===== config.mk =====
export PLATFORM = sky130hd
export DESIGN_NAME = ps2_host_tx
export DESIGN_NICKNAME = d
export VERILOG_FILES = /design/src/rtl/ps2_pkg.sv /design/src/rtl/ps2_clk_filter.sv /design/src/rtl/ps2_host_tx.sv
export SDC_FILE = /design/constraint.sdc
export NUM_CORES = 1
export LEC_CHECK = 0
export BUFFER_PORTS_ARGS = -buffer_cell sky130_fd_sc_hd__buf_4
export CORE_AREA = 2 2 71 73
export DETAILED_ROUTE_END_ITERATION = 10
export DIE_AREA = 0 0 73 75
export PLACE_DENSITY = 0.78
export SLEW_MARGIN = 20
export SYNTH_ARGS = -nofsm -noshare
export SYNTH_HDL_FRONTEND = slang
export SYNTH_SLANG_ARGS = --single-unit

===== constraint.sdc =====
create_clock -name clk -period 2.5 [get_ports clk]
set_clock_uncertainty 0.05 [all_clocks]
set_input_delay 0.375 -clock clk [delete_from_list [all_inputs] [get_ports clk]]
set_output_delay 0.375 -clock clk [all_outputs]
set_load 0.01 [all_outputs]

===== src/rtl/ps2_pkg.sv =====
// Shared PS/2 types, parity helper and keyboard command constants.
package ps2_pkg;

   typedef enum logic [2:0] {
      IDLE,
      INHIBIT,
      RELEASE,
      SHIFT,
      ACK,
      WAIT_IDLE,
      DONE
   } ps2_state_e;

   localparam logic [7:0] PS2_CMD_SET_LED = 8'hED;
   localparam logic [7:0] PS2_CMD_ENABLE  = 8'hF4;
   localparam logic [7:0] PS2_CMD_RESET   = 8'hFF;

   function automatic logic odd_parity(input logic [7:0] d);
      return ~^d;
   endfunction

endpackage


===== src/rtl/ps2_clk_filter.sv =====
// PS/2 clock conditioner: 2-flop synchronizer plus a stability filter.
// Also usable by the keyboard receiver.
module ps2_clk_filter #(
   parameter int unsigned FILTER_LEN = 8
) (
   input  logic clk,
   input  logic rst_n,
   input  logic clk_i,
   output logic level_o,
   output logic fall_o
);

   localparam int unsigned CW = $clog2(FILTER_LEN + 1);

   logic          s1_q, s2_q;
   logic          filt_q, filt_d;
   logic          fall_q;
   logic [CW-1:0] cnt_q, cnt_d;

   // Level only flips after FILTER_LEN consecutive samples disagree with it.
   always_comb begin
      filt_d = filt_q;
      cnt_d  = '0;
      if (s2_q != filt_q) begin
         if (cnt_q == CW'(FILTER_LEN - 1)) filt_d = s2_q;
         else                              cnt_d  = cnt_q + 1'b1;
      end
   end

   always_ff @(posedge clk or negedge rst_n) begin
      if (!rst_n) begin
         s1_q   <= 1'b1;
         s2_q   <= 1'b1;
         filt_q <= 1'b1;
         cnt_q  <= '0;
         fall_q <= 1'b0;
      end else begin
         s1_q   <= clk_i;
         s2_q   <= s1_q;
         filt_q <= filt_d;
         cnt_q  <= cnt_d;
         fall_q <= filt_q & ~filt_d;
      end
   end

   assign level_o = filt_q;
   assign fall_o  = fall_q;

endmodule


===== src/rtl/ps2_host_tx.sv =====
// PS/2 host-to-device command transmitter using the request-to-send sequence.
// Lines are open-drain: the *_oe outputs only ever pull low.
module ps2_host_tx
   import ps2_pkg::*;
#(
   parameter int unsigned INHIBIT_CYC   = 6000,
   parameter int unsigned START_TMO_CYC = 750000,
   parameter int unsigned FRAME_TMO_CYC = 100000,
   parameter int unsigned FILTER_LEN    = 8
) (
   input  logic       clk,
   input  logic       rst_n,
   input  logic [7:0] tx_data,
   input  logic       tx_valid,
   output logic       tx_ready,
   output logic       done,
   output logic       ack_ok,
   output logic       err,
   output logic       rx_inhibit,
   input  logic       ps2_clk_i,
   output logic       ps2_clk_oe,
   input  logic       ps2_data_i,
   output logic       ps2_data_oe
);

   localparam int unsigned TMO_MAX = (START_TMO_CYC > FRAME_TMO_CYC) ? START_TMO_CYC : FRAME_TMO_CYC;
   localparam int unsigned TW      = $clog2(TMO_MAX + 1);

   ps2_state_e    state_q, state_d;
   logic [TW-1:0] timer_q;
   logic [3:0]    idx_q;
   logic [7:0]    data_q;
   logic          par_q, dbit_q, ack_ok_q, err_q;
   logic          data_s1_q, data_s2_q;
   logic          clk_filt, fall;
   logic          accept, fail;
   logic          inh_last, start_tmo, frame_tmo;

   ps2_clk_filter #(.FILTER_LEN(FILTER_LEN)) u_clk_filter (
      .clk     (clk),
      .rst_n   (rst_n),
      .clk_i   (ps2_clk_i),
      .level_o (clk_filt),
      .fall_o  (fall)
   );

   assign inh_last  = (timer_q == TW'(INHIBIT_CYC - 1));
   assign start_tmo = (timer_q == TW'(START_TMO_CYC - 1));
   assign frame_tmo = (timer_q == TW'(FRAME_TMO_CYC - 1));

   always_ff @(posedge clk or negedge rst_n) begin
      if (!rst_n) state_q <= IDLE;
      else        state_q <= state_d;
   end

   // Timeouts are checked before falls so a coincident timeout wins.
   always_comb begin
      state_d = state_q;
      accept  = 1'b0;
      fail    = 1'b0;
      unique case (state_q)
         IDLE:      if (tx_valid) begin accept = 1'b1; state_d = INHIBIT; end
         INHIBIT:   if (inh_last) state_d = RELEASE;
         RELEASE:   if (start_tmo) fail = 1'b1; else if (fall) state_d = SHIFT;
         SHIFT:     if (frame_tmo) fail = 1'b1; else if (fall && idx_q == 4'd9) state_d = ACK;
         ACK: begin
            if (frame_tmo)                  fail = 1'b1;
            else if (fall && data_s2_q)     fail = 1'b1;
            else if (fall)                  state_d = WAIT_IDLE;
         end
         WAIT_IDLE: if (frame_tmo) fail = 1'b1; else if (clk_filt && data_s2_q) state_d = DONE;
         DONE:      state_d = IDLE;
         default:   state_d = IDLE;
      endcase
      if (fail) state_d = DONE;
   end

   always_comb begin
      ps2_clk_oe  = 1'b0;
      ps2_data_oe = 1'b0;
      unique case (state_q)
         INHIBIT: begin ps2_clk_oe = 1'b1; ps2_data_oe = inh_last; end
         RELEASE: ps2_data_oe = 1'b1;
         SHIFT:   ps2_data_oe = dbit_q;
         default: ;
      endcase
   end

   // Fall 1 is taken in RELEASE and drives bit 0, so idx_q holds the next bit index
   // once in SHIFT; the frame timer starts at 1 to count that first fall cycle.
   always_ff @(posedge clk or negedge rst_n) begin
      if (!rst_n) begin
         timer_q   <= '0;
         idx_q     <= '0;
         data_q    <= '0;
         par_q     <= 1'b0;
         dbit_q    <= 1'b0;
         ack_ok_q  <= 1'b0;
         err_q     <= 1'b0;
         data_s1_q <= 1'b1;
         data_s2_q <= 1'b1;
      end else begin
         data_s1_q <= ps2_data_i;
         data_s2_q <= data_s1_q;
         unique case (state_q)
            IDLE: if (accept) begin
               data_q   <= tx_data;
               par_q    <= odd_parity(tx_data);
               ack_ok_q <= 1'b0;
               err_q    <= 1'b0;
               timer_q  <= '0;
            end
            INHIBIT: timer_q <= inh_last ? '0 : timer_q + 1'b1;
            RELEASE: begin
               idx_q <= '0;
               if (fall) begin
                  timer_q <= TW'(1);
                  idx_q   <= 4'd1;
                  dbit_q  <= ~data_q[0];
               end else begin
                  timer_q <= timer_q + 1'b1;
               end
            end
            SHIFT: begin
               timer_q <= timer_q + 1'b1;
               if (fall) begin
                  idx_q <= idx_q + 1'b1;
                  if (idx_q < 4'd8)       dbit_q <= ~data_q[idx_q[2:0]];
                  else if (idx_q == 4'd8) dbit_q <= ~par_q;
                  else                    dbit_q <= 1'b0;
               end
            end
            ACK, WAIT_IDLE: timer_q <= timer_q + 1'b1;
            default: ;
         endcase
         if (fail) begin
            ack_ok_q <= 1'b0;
            err_q    <= 1'b1;
         end else if (state_q == WAIT_IDLE && state_d == DONE) begin
            ack_ok_q <= 1'b1;
            err_q    <= 1'b0;
         end
      end
   end

   assign tx_ready   = (state_q == IDLE);
   assign rx_inhibit = (state_q != IDLE);
   assign done       = (state_q == DONE);
   assign ack_ok     = ack_ok_q;
   assign err        = err_q;

endmodule

==> Yosys cells after proc, flatten, opt, wreduce, memory -nomap -nowiden <==
Cells that the tools add are included.
W data, S select, Z words.
{ "word_totals": {"latchBits": 0, "in_bits": 13, "mem_count": 0, "output_inout_bits": 7, "regBits": 49, "ram_bits": 0, "rom_bits": 0} }
{ "op_classes": {"add_sub_neg": 3, "n_lt_le_gt_ge": 2, "n_reduce_logical": 18, "div": 0, "n_bitwise": 5, "multipliers": 0, "muxes": 46, "eq_ne": 17, "shifts": 0} }
{ "op_table": {"columns": ["op", "count"], "rows": [
  ["$pmux W20 S4", 1],
  ["$mux W20", 3],
  ["$mux W3", 12],
  ["$mux W1", 21],
  ["$add A20 B1 Y20 const B", 1],
  ["$eq A20 B13 Y1 const B", 1],
  ["$eq A20 B17 Y1 const B", 1],
  ["$eq A20 B20 Y1 const B", 1],
  ["$pmux W3 S6", 1],
  ["$eq A3 B3 Y1 const B", 4],
  ["$mux W4", 3],
  ["$reduce_bool A3 Y1", 3],
  ["$add A4 B1 Y4 const B", 2],
  ["$eq A4 B4 Y1 const B", 2],
  ["$pmux W4 S2", 1],
  ["$reduce_and A2 Y1", 4],
  ["$reduce_xnor A8 Y1", 1],
  ["$eq A3 B2 Y1 const B", 2],
  ["$ne A2 B1 Y1 const B", 3],
  ["$pmux W1 S3", 2],
  ["$eq A4 B3 Y1 const B", 1],
  ["$logic_and A1 B1 Y1", 4],
  ["$lt A3 B4 Y1 const B", 1],
  ["$lt A4 B4 Y1 const B", 1],
  ["other kinds (12)", 15]
]} }

==> Logic depth before layout (Yosys ltp) <==
Gate-level depths: netlist of run 1.
{ "depth": {"word_depth": 10, "ltp_mapped": 7, "mapped_depth_nobuf": 7} }

==> Modules after synthesis <==
A second synthesis of run 1 with hierarchy kept.
{ "hier_totals": {"hier_cells": 293, "hier_area_um2": 2797.7} }
{ "by_module_without_submodules": {"columns": ["mod", "n_inst", "area_each_um2", "cells_each"], "rows": [
  ["ps2_host_tx", 1, 2486.1, 272],
  ["ps2_clk_filter", 1, 311.5, 21]
]} }

==> Worst setup path after synthesis of run 1 <==
No wires, ideal clock.
{ "synth_path": {"path_type": "register -> register", "from": "reg timer_q[0]", "to": "reg timer_q[9]", "setup_time_ns": 0.119, "required_ns": 2.331, "stages_incl_launch_ff": 8, "arrival_time_ns": 1.755, "synth_period_minus_slack_ns": 1.924, "n_path_buf": 1, "setup_slack_ns": 0.576, "cell_sequence": "dfrtp_1 ha_1 and4bb_1 nand4_2 o21a_4 nor3_4 buf_8 nor2_2"} }
{ "synth_via": {"elab_chain_cells": 3, "elab_cells_between_ends": 5} }
{ "synth_lines": {"columns": ["element", "line_no", "text"], "rows": [
  ["from (decl)", "ps2_host_tx.sv:30", "logic [TW-1:0] timer_q;"],
  ["from (signal assigned)", "ps2_host_tx.sv:113", "INHIBIT: timer_q <= inh_last ? '0 : timer_q + 1'b1;"],
  ["from (signal assigned)", "ps2_host_tx.sv:121", "timer_q <= timer_q + 1'b1;"],
  ["from (signal assigned)", "ps2_host_tx.sv:125", "timer_q <= timer_q + 1'b1;"],
  ["$add A20 B1 Y20 / $eq A20 B13 Y1 (equally long branches)", null, null],
  ["$mux W20 (on tied branches)", "ps2_host_tx.sv:116, ps2_host_tx.sv:113", null],
  ["$pmux W20 S4 *", "ps2_host_tx.sv:105", "unique case (state_q)"]
]} }
Mark *: on every way between the ends. The rest lies on a longest branch, timed or not.
A chain may end at the register's enable or synchronous reset.

==> Worst setup path after layout of run 1 <==
{ "layout_path": {"from": "reg timer_q[0]", "to": "out ps2_data_oe"} }
{ "layout_via": {"elab_chain_cells": 2} }
{ "layout_lines": {"columns": ["element", "line_no", "text"], "rows": [
  ["$eq A20 B13 Y1", "ps2_host_tx.sv:47", "assign inh_last = (timer_q == TW'(INHIBIT_CYC - 1));"],
  ["$pmux W1 S3", "ps2_host_tx.sv:81", "unique case (state_q)"],
  ["to (decl)", "ps2_host_tx.sv:23", "output logic ps2_data_oe"]
]} }
No other way between the ends.

==> out/metrics.csv, run 1 <==
stage;metric;value;unit
clock_network;cts_buffers;5;
logic_synthesis;async_flop_share;1.000;
critical_path;end_kind;output port;
clock_network;root_buffer;clkbuf_8;
sta;fmaxAchievable;0.4097;GHz
cells_and_area;drive_above_1_share;0.2375;
logic_synthesis;synth_edf_count;0;
sta;drv_slew;0;
global_route;grt_max_degree;50;
drt;dr_wl_met2;2710;um
critical_path;rrSetupSlack;450;ps
drt;routed_via_density;5.992;
run;cap_violations;0;
floorplan;rows;25;
drt;highest-signal-layer;met4;
drt;wl_met3;203;um
global_route;grt_pass1_wl;9356;um
drt;drt_iter0_markers;181;
cells_and_area;final_core_util;0.6596;
sta;final-setup-viol-count;0;
logic_synthesis;syn-mean-instance-area;10.02;um^2
cells_and_area;area_growth;11.18;%
placed_design;dp_slack;363.2;ps
cells_and_area;final_common_cell;dfrtp_1;
drt;drc;0;
sta;hold_violations;0;
critical_path;worst-setup-path-type;reg -> out;
placed_design;gp_congestion;0.9146;
floorplan;die_w;73;um
logic_synthesis;yosys_most_used_dff;dfrtp_1;
clock_network;tritoncts;built;
global_route;antenna_found_initial;0;
power;peakVddDrop;372.5;uV
placed_design;dp_cells;344;
power;power_density;620.4;nW/um^2
cells_and_area;mostFrequentLayoutCells;44 x dfrtp_1, 25 x nand2_1, 23 x buf_4;
status;outcome;finished clean;
drt;wire_per_inst;15.71;um
power;p_leak;1.316;nW
critical_path;max_stage_delay;410;ps
drt;postRouteAntennaNets;0;
logic_synthesis;ys_warn_count;0;
clock_network;clk_latency;290;ps
global_route;grt_pass1_vias;2001;
critical_path;path_cells;ha_1 -> and4bb_1 -> nand4_4 -> o31ai_2 -> a22o_1 -> buf_4;
sta;fin_setup_tns;0;ps
power;p_int;1.349;mW
cells_and_area;fin_cells;353;
logic_synthesis;yosys_register_bits;49;
sta;setup_ws;59.44;ps
drt;vias;2115;
power;p_sw_frac;0.2926;
sta;max_slew_margin;0.4986;
power;power.share.clock;0.239;
clock_network;clkTransAtPathRegs;90;ps
logic_synthesis;ys_seq_area_frac;0.4457;
global_route;grt_usage;0.2216;
cells_and_area;nFillCells;356;
floorplan;core;4661;um^2
floorplan;die_y;75;um
floorplan;die-area;5475;um^2
clock_network;cts_sinks;49;
critical_path;worst_ep_required_time;2080;ps
power;p_sw;558.1;uW
clock_network;cts_buffer_depth;2;
cells_and_area;antenna_cells;0;
logic_synthesis;syn-cell-area;2765;um^2
logic_synthesis;synthCells;276;
floorplan;io_pins;20;
critical_path;path_max_fanout;8;
drt;wl_met1;2548;um
critical_path;cp-start-kind;flop;
cells_and_area;final_nets;316;
sta;fin_crit;2441;ps
sta;tightest_slew;744.3;ps
power;sequentialPowerShare;0.545;
drt;detail_route.first_pass.iterations;4;
critical_path;worstPathArrival;2020;ps
placed_design;port_buffers;19;
clock_network;cts_max_level;2;
placed_design;hpwlAfterDp;3963;um
clock_network;cts_hold_buffers;0;
floorplan;start_util;0.5933;
critical_path;cp_slowest_cell;dfrtp_1;
power;p_comb_frac;0.216;
logic_synthesis;ys_types;57;
min_path;hold_path_class;in -> async;
drt;routed_wl;5546;um
logic_synthesis;syn-num-nets;294;
sta;fin_crit_sh;0.9762;
global_route;grt.overflow.total;0;
-- path summary, 6_finish.rpt --
kind	end	cells after the start	startpoint
min reg2reg	u_clk_filter.s2_q$_DFF_PN1_	0	u_clk_filter.s1_q$_DFF_PN1_
max reg2reg	timer_q[4]$_DFFE_PN0P_	7	timer_q[0]$_DFFE_PN0P_
min in group clk	u_clk_filter.s1_q$_DFF_PN1_	1	ps2_clk_i
min	data_q[7]$_DFFE_PN0P_	1	rst_n
max in group asynchronous	u_clk_filter.cnt_q[1]$_DFF_PN0_	1	rst_n
max	ps2_data_oe	6	timer_q[0]$_DFFE_PN0P_
-- through the flow --
step,total power [mW],hold slack [ps],cell area [um^2]
2_1_floorplan,1.314,29.41,2765
3_3_place_gp,1.432,296.5,2968
3_5_place_dp,1.453,297.2,2968
4_1_cts,1.913,52.80,3053
5_1_grt,2.020,81.74,3074
6_report,1.907,29.97,3074
-- power by group through the flow --
stage	Sequential, mW	Combinational [mW]	Clock, mW
floorplan	1.02	0.295	0
global placement	1.05	0.387	0
detailed placement	1.05	0.400	0
CTS	1.04	0.403	0.471
global route	1.06	0.461	0.500
finish	1.04	0.412	0.456
-- final cells by class --
| type | count | area [um^2] | area share |
|---|---|---|---|
| multi-input combinational | 209 | 1463 | 0.4758 |
| timing repair buffer | 24 | 192.7 | 0.06268 |
| clock inverter | 1 | 8.758 | 0.002849 |
| sequential | 49 | 1232 | 0.4009 |
| clock buffer | 7 | 76.32 | 0.02483 |
| inverter | 9 | 33.78 | 0.01099 |
| tap | 54 | 67.56 | 0.02198 |
-- synthesized netlist by cell type (3+ instances only) --
cell       n  area share
dfstp_2    5       0.048
and3_1     4      0.0090
and2_1     3      0.0068
inv_1      9       0.012
nor2_1    15       0.020
ha_1       5       0.023
xor2_1    10       0.032
nor3b_1    3      0.0081
nor2b_1    6       0.014
clkbuf_1   4      0.0054
o21ai_0   19       0.034
nand4_1    5       0.011
xnor2_1   13       0.041
dfrtp_1   44        0.40
nor3_1     6       0.011
nand2_1   25       0.034
nand3b_1   3      0.0081
nor2_2    10       0.023
buf_2      4      0.0072
a21oi_1   10       0.018
mux2_2    10       0.041
a31oi_1    3      0.0068
nand3_1   13       0.024
-- worst max-delay path, delay by kind of cell, from the launching register on --
kind	cells	cell delay [ps]
compound gates	2	520
buf+inv	1	110
flops	1	410
fa+ha+maj	1	220
simple gates	2	470
-- routing by layer --
| layer | track usage | vias up |
|---|---|---|
| met5 | 0 | - |
| met3 | 0.04150 | 8 |
| met1 | 0.2956 | 1024 |
| met2 | 0.3634 | 45 |
| li1 | - | 1038 |
| met4 | 0.08025 | 0 |
-- what timing repair did --
| item | CTS | global route |
|---|---|---|
| gates resized for setup | 0 | 2 |
| setup endpoints to repair | 0 | 1 |
| setup buffers | 0 | 1 |
-- sequential cells by signal, indices dropped and copies added (netlist names), 3 cells and up --
signal / flops
data_q: 8
state_q: 3
timer_q: 20
idx_q: 4
u_clk_filter.cnt_q: 4
-- logic make-up (layout without fill, tap and decap cells) --
| logic type | after synthesis | in the layout | synth area share |
|---|---|---|---|
| buffers and inverters | 18 | 41 | 0.03031 |
| adders and majority gates | 5 | 5 | 0.02262 |
| and+or+nand+nor | 119 | 119 | 0.2557 |
| xor gates and xnor gates | 23 | 23 | 0.07285 |
| muxes | 12 | 12 | 0.05701 |
| DFF | 49 | 49 | 0.4457 |
| AOI/OAI and AO/OA | 50 | 50 | 0.1158 |
(Power assumes the default switching activity.)
==> run 2, diff against run 1 <==
- CELL_PAD_IN_SITES_DETAIL_PLACEMENT: default -> 1
- CELL_PAD_IN_SITES_GLOBAL_PLACEMENT: default -> 1
- CORE_AREA: 2 2 71 73 -> 2 2 79 81
- CTS_BUF_LIST: default -> sky130_fd_sc_hd__clkbuf_4 sky130_fd_sc_hd__clkbuf_8
- DIE_AREA: 0 0 73 75 -> 0 0 81 83
- PLACE_DENSITY: 0.78 -> default
- PLACE_DENSITY_LB_ADDON: default -> 0.1
==> run 2 against run 1 <==
  * First-iteration DRC count down 77%
  * Flip-flop and latch count unchanged
  * Non-clock buffer count increased by 2
  * Clock-buffer cell count shrank 1
  * Global-route usage shrank 1.4 points
  * Worst setup slack improved by 55 ps
  * Register-to-register slack got worse by 50 ps
  * Design area rose by 2.6%
  * Critical path depth is the same
  * Routed wire length increased by 16%
  * Cell count grew 6.5%
  * Critical path type unchanged
  * Critical endpoint unchanged
==> out/metrics.csv, run 2 (synthesis gave the netlist of run 1 again) <==
stage;metric;value;unit;change
status;outcome;finished clean;;
global_route;grt_pass1_vias;2245;;+12%
cells_and_area;drive_above_1_share;0.2525;;+0.01503
global_route;grt.overflow.total;0;;unchanged
min_path;hold_path_class;in -> async;;
placed_design;dpl_cell_area;2997;um^2;+0.97%
floorplan;die-area;6723;um^2;+23%
clock_network;clk_latency;310;ps;+20 ps
cells_and_area;fin_cells;376;;+6.5%
placed_design;dp_cells;367;;+6.7%
sta;fin_crit_sh;0.9544;;-0.02186
placed_design;hpwlAfterDp;4731;um;+19%
clock_network;cts_buffer_depth;2;;unchanged
drt;wl_met3;194;um;-4.4%
clock_network;tritoncts;built;;
cells_and_area;final_common_cell;dfrtp_1;;
global_route;grt_usage;0.2077;;-0.01388
clock_network;cts_sinks;49;;unchanged
sta;final-setup-viol-count;0;;unchanged
drt;drt_iter0_markers;42;;-77%
global_route;grt_max_degree;50;;unchanged
floorplan;die_w;81;um;+11%
drt;dr_wl_met2;3082;um;+14%
sta;hold-worst-slack;12.95;ps;-17.03 ps
floorplan;io_pins;20;;unchanged
sta;hold_violations;0;;unchanged
cells_and_area;mostFrequentLayoutCells;44 x dfrtp_1, 26 x buf_4, 25 x nand2_1;;
critical_path;worst_ep_required_time;2080;ps;about the same
sta;fmaxAchievable;0.4191;GHz;+2.3%
drt;wl_met1;3069;um;+20%
global_route;antenna_found_initial;0;;unchanged
drt;routed_wl;6447;um;+16%
power;total_power;2.074;mW;+8.8%
cells_and_area;final_area;3153;um^2;+2.6%
drt;highest-signal-layer;met4;;
run;cap_violations;0;;unchanged
critical_path;worst-setup-path-type;reg -> out;;
cells_and_area;area_growth;14.03;%;
power;p_leak;1.344;nW;+2.1%
drt;vias;2172;;+2.7%
drt;drc;0;;unchanged
cells_and_area;largest_reg_flops;20;;unchanged
cells_and_area;nFillCells;669;;+88%
power;power_density;657.8;nW/um^2;+6.0%
cells_and_area;final_nets;318;;+0.63%
floorplan;die_y;83;um;+11%
drt;routed_via_density;5.777;;-3.6%
placed_design;gp_congestion;0.8253;;-9.8%
power;peakVddDrop;389.1;uV;+4.5%
clock_network;clkTransAtPathRegs;100;ps;about the same
clock_network;cts_buffers;5;;unchanged
critical_path;worstPathArrival;1960;ps;-60 ps
drt;wire_per_inst;17.15;um;+9.1%
clock_network;cts_hold_buffers;0;;unchanged
placed_design;port_buffers;19;;unchanged
floorplan;rows;28;;+12%
sta;max_slew_margin;0.4095;;-0.08908
sta;tightest_slew;876.5;ps;+132.2 ps
cells_and_area;antenna_cells;0;;unchanged
critical_path;path_max_fanout;8;;unchanged
critical_path;cp-start-kind;flop;;
global_route;grt_pass1_wl;10970;um;+17%
drt;postRouteAntennaNets;0;;unchanged
sta;drv_slew;0;;unchanged
drt;detail_route.first_pass.iterations;4;;unchanged
cells_and_area;multiInputGateArea;1474;um^2;+0.77%
floorplan;start_util;0.4755;;-0.1178
sta;fin_crit;2386;ps;-54.64 ps
cells_and_area;register_area;1232;um^2;unchanged
floorplan;core;5816;um^2;+25%
cells_and_area;top_register;timer_q;;
cells_and_area;top_regs;timer_q x20, data_q x8;;
clock_network;root_buffer;clkbuf_8;;
clock_network;cts_max_level;2;;unchanged
critical_path;end_kind;output port;;
run 2: changes by cell type in the layout (fill, tap and decap cells not counted):
cell / change
buf_4: +3
clkbuf_1: -2
buf_12: -1
bufinv_16: +1
clkbuf_8: +1
clkinv_4: -1
ha_1: -1
ha_2: +1
inv_8: +1
o31ai_2: -1
o31ai_4: +1
run 2: final timing paths:
check | to | slack [ps] | cells after the start | startpoint
min | data_q[0]$_DFFE_PN0P_ | 10 | 1 | rst_n
max in group asynchronous | timer_q[0]$_DFFE_PN0P_ | 1940 | 1 | rst_n
max | ps2_data_oe | 110 | 6 | timer_q[0]$_DFFE_PN0P_
min in group clk | u_clk_filter.s1_q$_DFF_PN1_ | 120 | 1 | ps2_clk_i
min reg2reg | data_s2_q$_DFF_PN1_ | 310 | 0 | data_s1_q$_DFF_PN1_
max reg2reg | timer_q[13]$_DFFE_PN0P_ | 400 | 4 | state_q[2]$_DFF_PN0_
run 2: metrics by stage:
stage	TNS [ps]	util	worst slack, ps
6_report	0	0.5422	114.1
5_1_grt	-5.166	0.5422	-5.166
4_1_cts	0	0.5374	4.575
3_5_place_dp	0	0.5153	319.2
3_3_place_gp	0	0.5153	387.3
2_1_floorplan	0	-	575.6
run 2: power breakdown:
| group | total [mW] | switching [mW] | internal (mW) |
|---|---|---|---|
| Combinational | 0.417 | 0.196 | 0.221 |
| Clock | 0.614 | 0.282 | 0.333 |
| Sequential | 1.04 | 0.116 | 0.927 |
run 2: layer usage:
| metal | up-vias | global-route usage |
|---|---|---|
| met5 | - | 0 |
| met4 | 0 | 0.05855 |
| met3 | 9 | 0.03587 |
| met2 | 37 | 0.3276 |
| met1 | 1085 | 0.2923 |
| li1 | 1041 | - |
run 2: area by class of cell:
type,instances,area share
multi-input combinational,209,0.4675
sequential,49,0.3909
timing repair buffer,26,0.06190
tap,75,0.02976
clock buffer,6,0.02619
clock inverter,2,0.01310
inverter,9,0.01071
run 2: critical path, stage by stage, from the launching register on:
cell,delay [ps]
dfrtp_1,420
ha_2,220
and4bb_1,270
nand4_4,180
o31ai_4,290
a22o_1,160
buf_4,110
run 2: timing repair:
action | 4_1_cts | 5_1_grt
setup buffers | 0 | 1
resized for setup | 1 | 3
hold endpoints to repair | 0 | 0
endpoints found under the setup margin | 1 | 1
==> run 3, diff against run 2 <==
- CORE_AREA: 2 2 79 81 -> 2 2 95 97
- DIE_AREA: 0 0 81 83 -> 0 0 97 99
- RECOVER_POWER: default -> 25
==> run 3 against run 2 <==
  * Hold slack gained 110 ps
  * Routed wire length rose by 7.4%
  * First-iteration DRC count grew 43%
  * Clock power down 15%
  * Critical endpoint unchanged
  * Largest cell class unchanged
==> out/metrics.csv, run 3 (synthesis gave the netlist of run 1 again) <==
stage;metric;value;unit;change
clock_network;clk_latency;310;ps;about the same
run;cap_violations;0;;unchanged
floorplan;die-area;9603;um^2;+43%
clock_network;cts_buffer_depth;2;;unchanged
floorplan;die_w;97;um;+20%
min_path;hold_path_class;in -> reg;;
cells_and_area;final_nets;329;;+3.5%
sta;fin_crit;2388;ps;+2.077 ps
floorplan;rows;34;;+21%
cells_and_area;final_common_cell;dfrtp_1;;
cells_and_area;multiInputGateArea;1475;um^2;about the same
placed_design;gp_congestion;0.7817;;-5.3%
clock_network;clkTransAtPathRegs;100;ps;about the same
clock_network;cts_sinks;49;;unchanged
global_route;antenna_found_initial;0;;unchanged
cells_and_area;area_growth;18.14;%;
power;peakVddDrop;210.8;uV;-46%
sta;fin_crit_sh;0.9552;;about the same
sta;drv_slew;0;;unchanged
sta;tightest_slew;1236;ps;+359.9 ps
critical_path;end_kind;output port;;
placed_design;hpwlAfterDp;5049;um;+6.7%
drt;wire_per_inst;16.48;um;-3.9%
power;power_density;614.1;nW/um^2;-6.6%
cells_and_area;nFillCells;973;;+45%
global_route;grt_pass1_vias;2283;;+1.7%
sta;rsz0062_at_grt;true;;
clock_network;root_buffer;clkbuf_8;;
cells_and_area;mostFrequentLayoutCells;44 x dfrtp_1, 32 x buf_4, 25 x nand2_1;;
sta;hold-worst-slack;120.1;ps;+107.1 ps
cells_and_area;largest_reg_flops;20;;unchanged
global_route;grt_pass1_wl;11700;um;+6.7%
drt;routed_via_density;5.112;;-12%
drt;vias;2147;;-1.2%
status;outcome;finished clean;;
global_route;grt_max_degree;50;;unchanged
sta;hold_violations;0;;unchanged
clock_network;cts_hold_buffers;0;;unchanged
drt;detail_route.first_pass.iterations;4;;unchanged
cells_and_area;drive_above_1_share;0.2756;;+0.02315
drt;routed_wl;6921;um;+7.4%
clock_network;cts_buffers;5;;unchanged
critical_path;path_max_fanout;4;;-4
cells_and_area;top_register;timer_q;;
critical_path;worstPathArrival;1960;ps;about the same
power;p_leak;1.380;nW;+2.7%
global_route;grt.overflow.total;0;;unchanged
floorplan;io_pins;20;;unchanged
clock_network;tritoncts;built;;
sta;max_slew_margin;0.1758;;-0.2337
cells_and_area;register_area;1232;um^2;unchanged
critical_path;rrSetupSlack;320;ps;-80 ps
placed_design;port_buffers;19;;unchanged
floorplan;die_y;99;um;+19%
critical_path;worst_ep_required_time;2080;ps;about the same
sta;final-setup-viol-count;0;;unchanged
cells_and_area;final_core_util;0.3821;;-0.1601
sta;fmaxAchievable;0.4188;GHz;about the same
cells_and_area;antenna_cells;0;;unchanged
floorplan;core;8551;um^2;+47%
cells_and_area;top_regs;timer_q x20, data_q x8;;
global_route;grt_usage;0.1520;;-0.05573
critical_path;worst-setup-path-type;reg -> out;;
drt;drc;0;;unchanged
critical_path;cp-start-kind;flop;;
drt;drt_iter0_markers;60;;+43%
clock_network;cts_max_level;2;;unchanged
drt;postRouteAntennaNets;0;;unchanged
floorplan;start_util;0.3234;;-0.1521
[run 3: layer usage]
metal / track usage / wire [um] / vias up
met3: 0.02837 / 137 / 10
met5: 0 / 0 / -
li1: - / - / 1057
met2: 0.2505 / 3199 / 19
met1: 0.2019 / 3472 / 1061
met4: 0.05200 / 111 / 0
[run 3: worst paths after layout]
| path | from | cells past startpoint | to |
|---|---|---|---|
| worst max-delay path | timer_q[0]$_DFFE_PN0P_ | 7 | ps2_data_oe |
| worst min-delay path | ps2_clk_i | 1 | u_clk_filter.s1_q$_DFF_PN1_ |
| max in group asynchronous | rst_n | 1 | ack_ok$_DFFE_PN0P_ |
| worst max register to register | timer_q[0]$_DFFE_PN0P_ | 8 | state_q[1]$_DFF_PN0_ |
| worst min register to register | u_clk_filter.s1_q$_DFF_PN1_ | 0 | u_clk_filter.s2_q$_DFF_PN1_ |
| min in group asynchronous | rst_n | 1 | data_q[5]$_DFFE_PN0P_ |
[run 3: timing repair]
action | 4_1_cts | 5_1_grt
gates resized for setup | 1 | 4
pin swaps | 0 | 2
setup buffers | 1 | 3
cloned | 0 | 0
endpoints found under the setup margin | 1 | 1
hold endpoints to repair | 0 | 0
[run 3: power by group]
part	internal, mW	switching [mW]	total, mW
Clock	0.229	0.295	0.524
Sequential	0.927	0.110	1.04
Combinational	0.241	0.204	0.445
[run 3: area by class of cell]
cell class | count | share of cell area
Clock inverter | 2 | 0.004979
Inverter | 9 | 0.01034
Clock buffer | 6 | 0.02528
Tap cell | 108 | 0.04136
Sequential cell | 49 | 0.3772
Timing Repair Buffer | 37 | 0.08924
Multi-Input combinational cell | 209 | 0.4516
[run 3: metrics by stage]
step           total power [mW]  cells  instance area [um^2]  setup WS (ps)  setup TNS (ps)
5_1_grt                   2.141    420                  3267         -12.71          -12.71
4_1_cts                   2.022    417                  3209          3.451               0
2_1_floorplan             1.314    276                  2765          575.6               0
3_5_place_dp              1.476    408                  3098          120.0               0
3_3_place_gp              1.461    408                  3098          192.2               0
6_report                  2.006    420                  3267          112.0               0
[run 3: critical path, stage by stage (launching register included)]
cell and delay [ps]:
dfrtp_1 410, ha_4 170, and4bb_1 240, nand4_2 150, buf_6 170, o31ai_4 250
a22o_1 160, buf_4 110
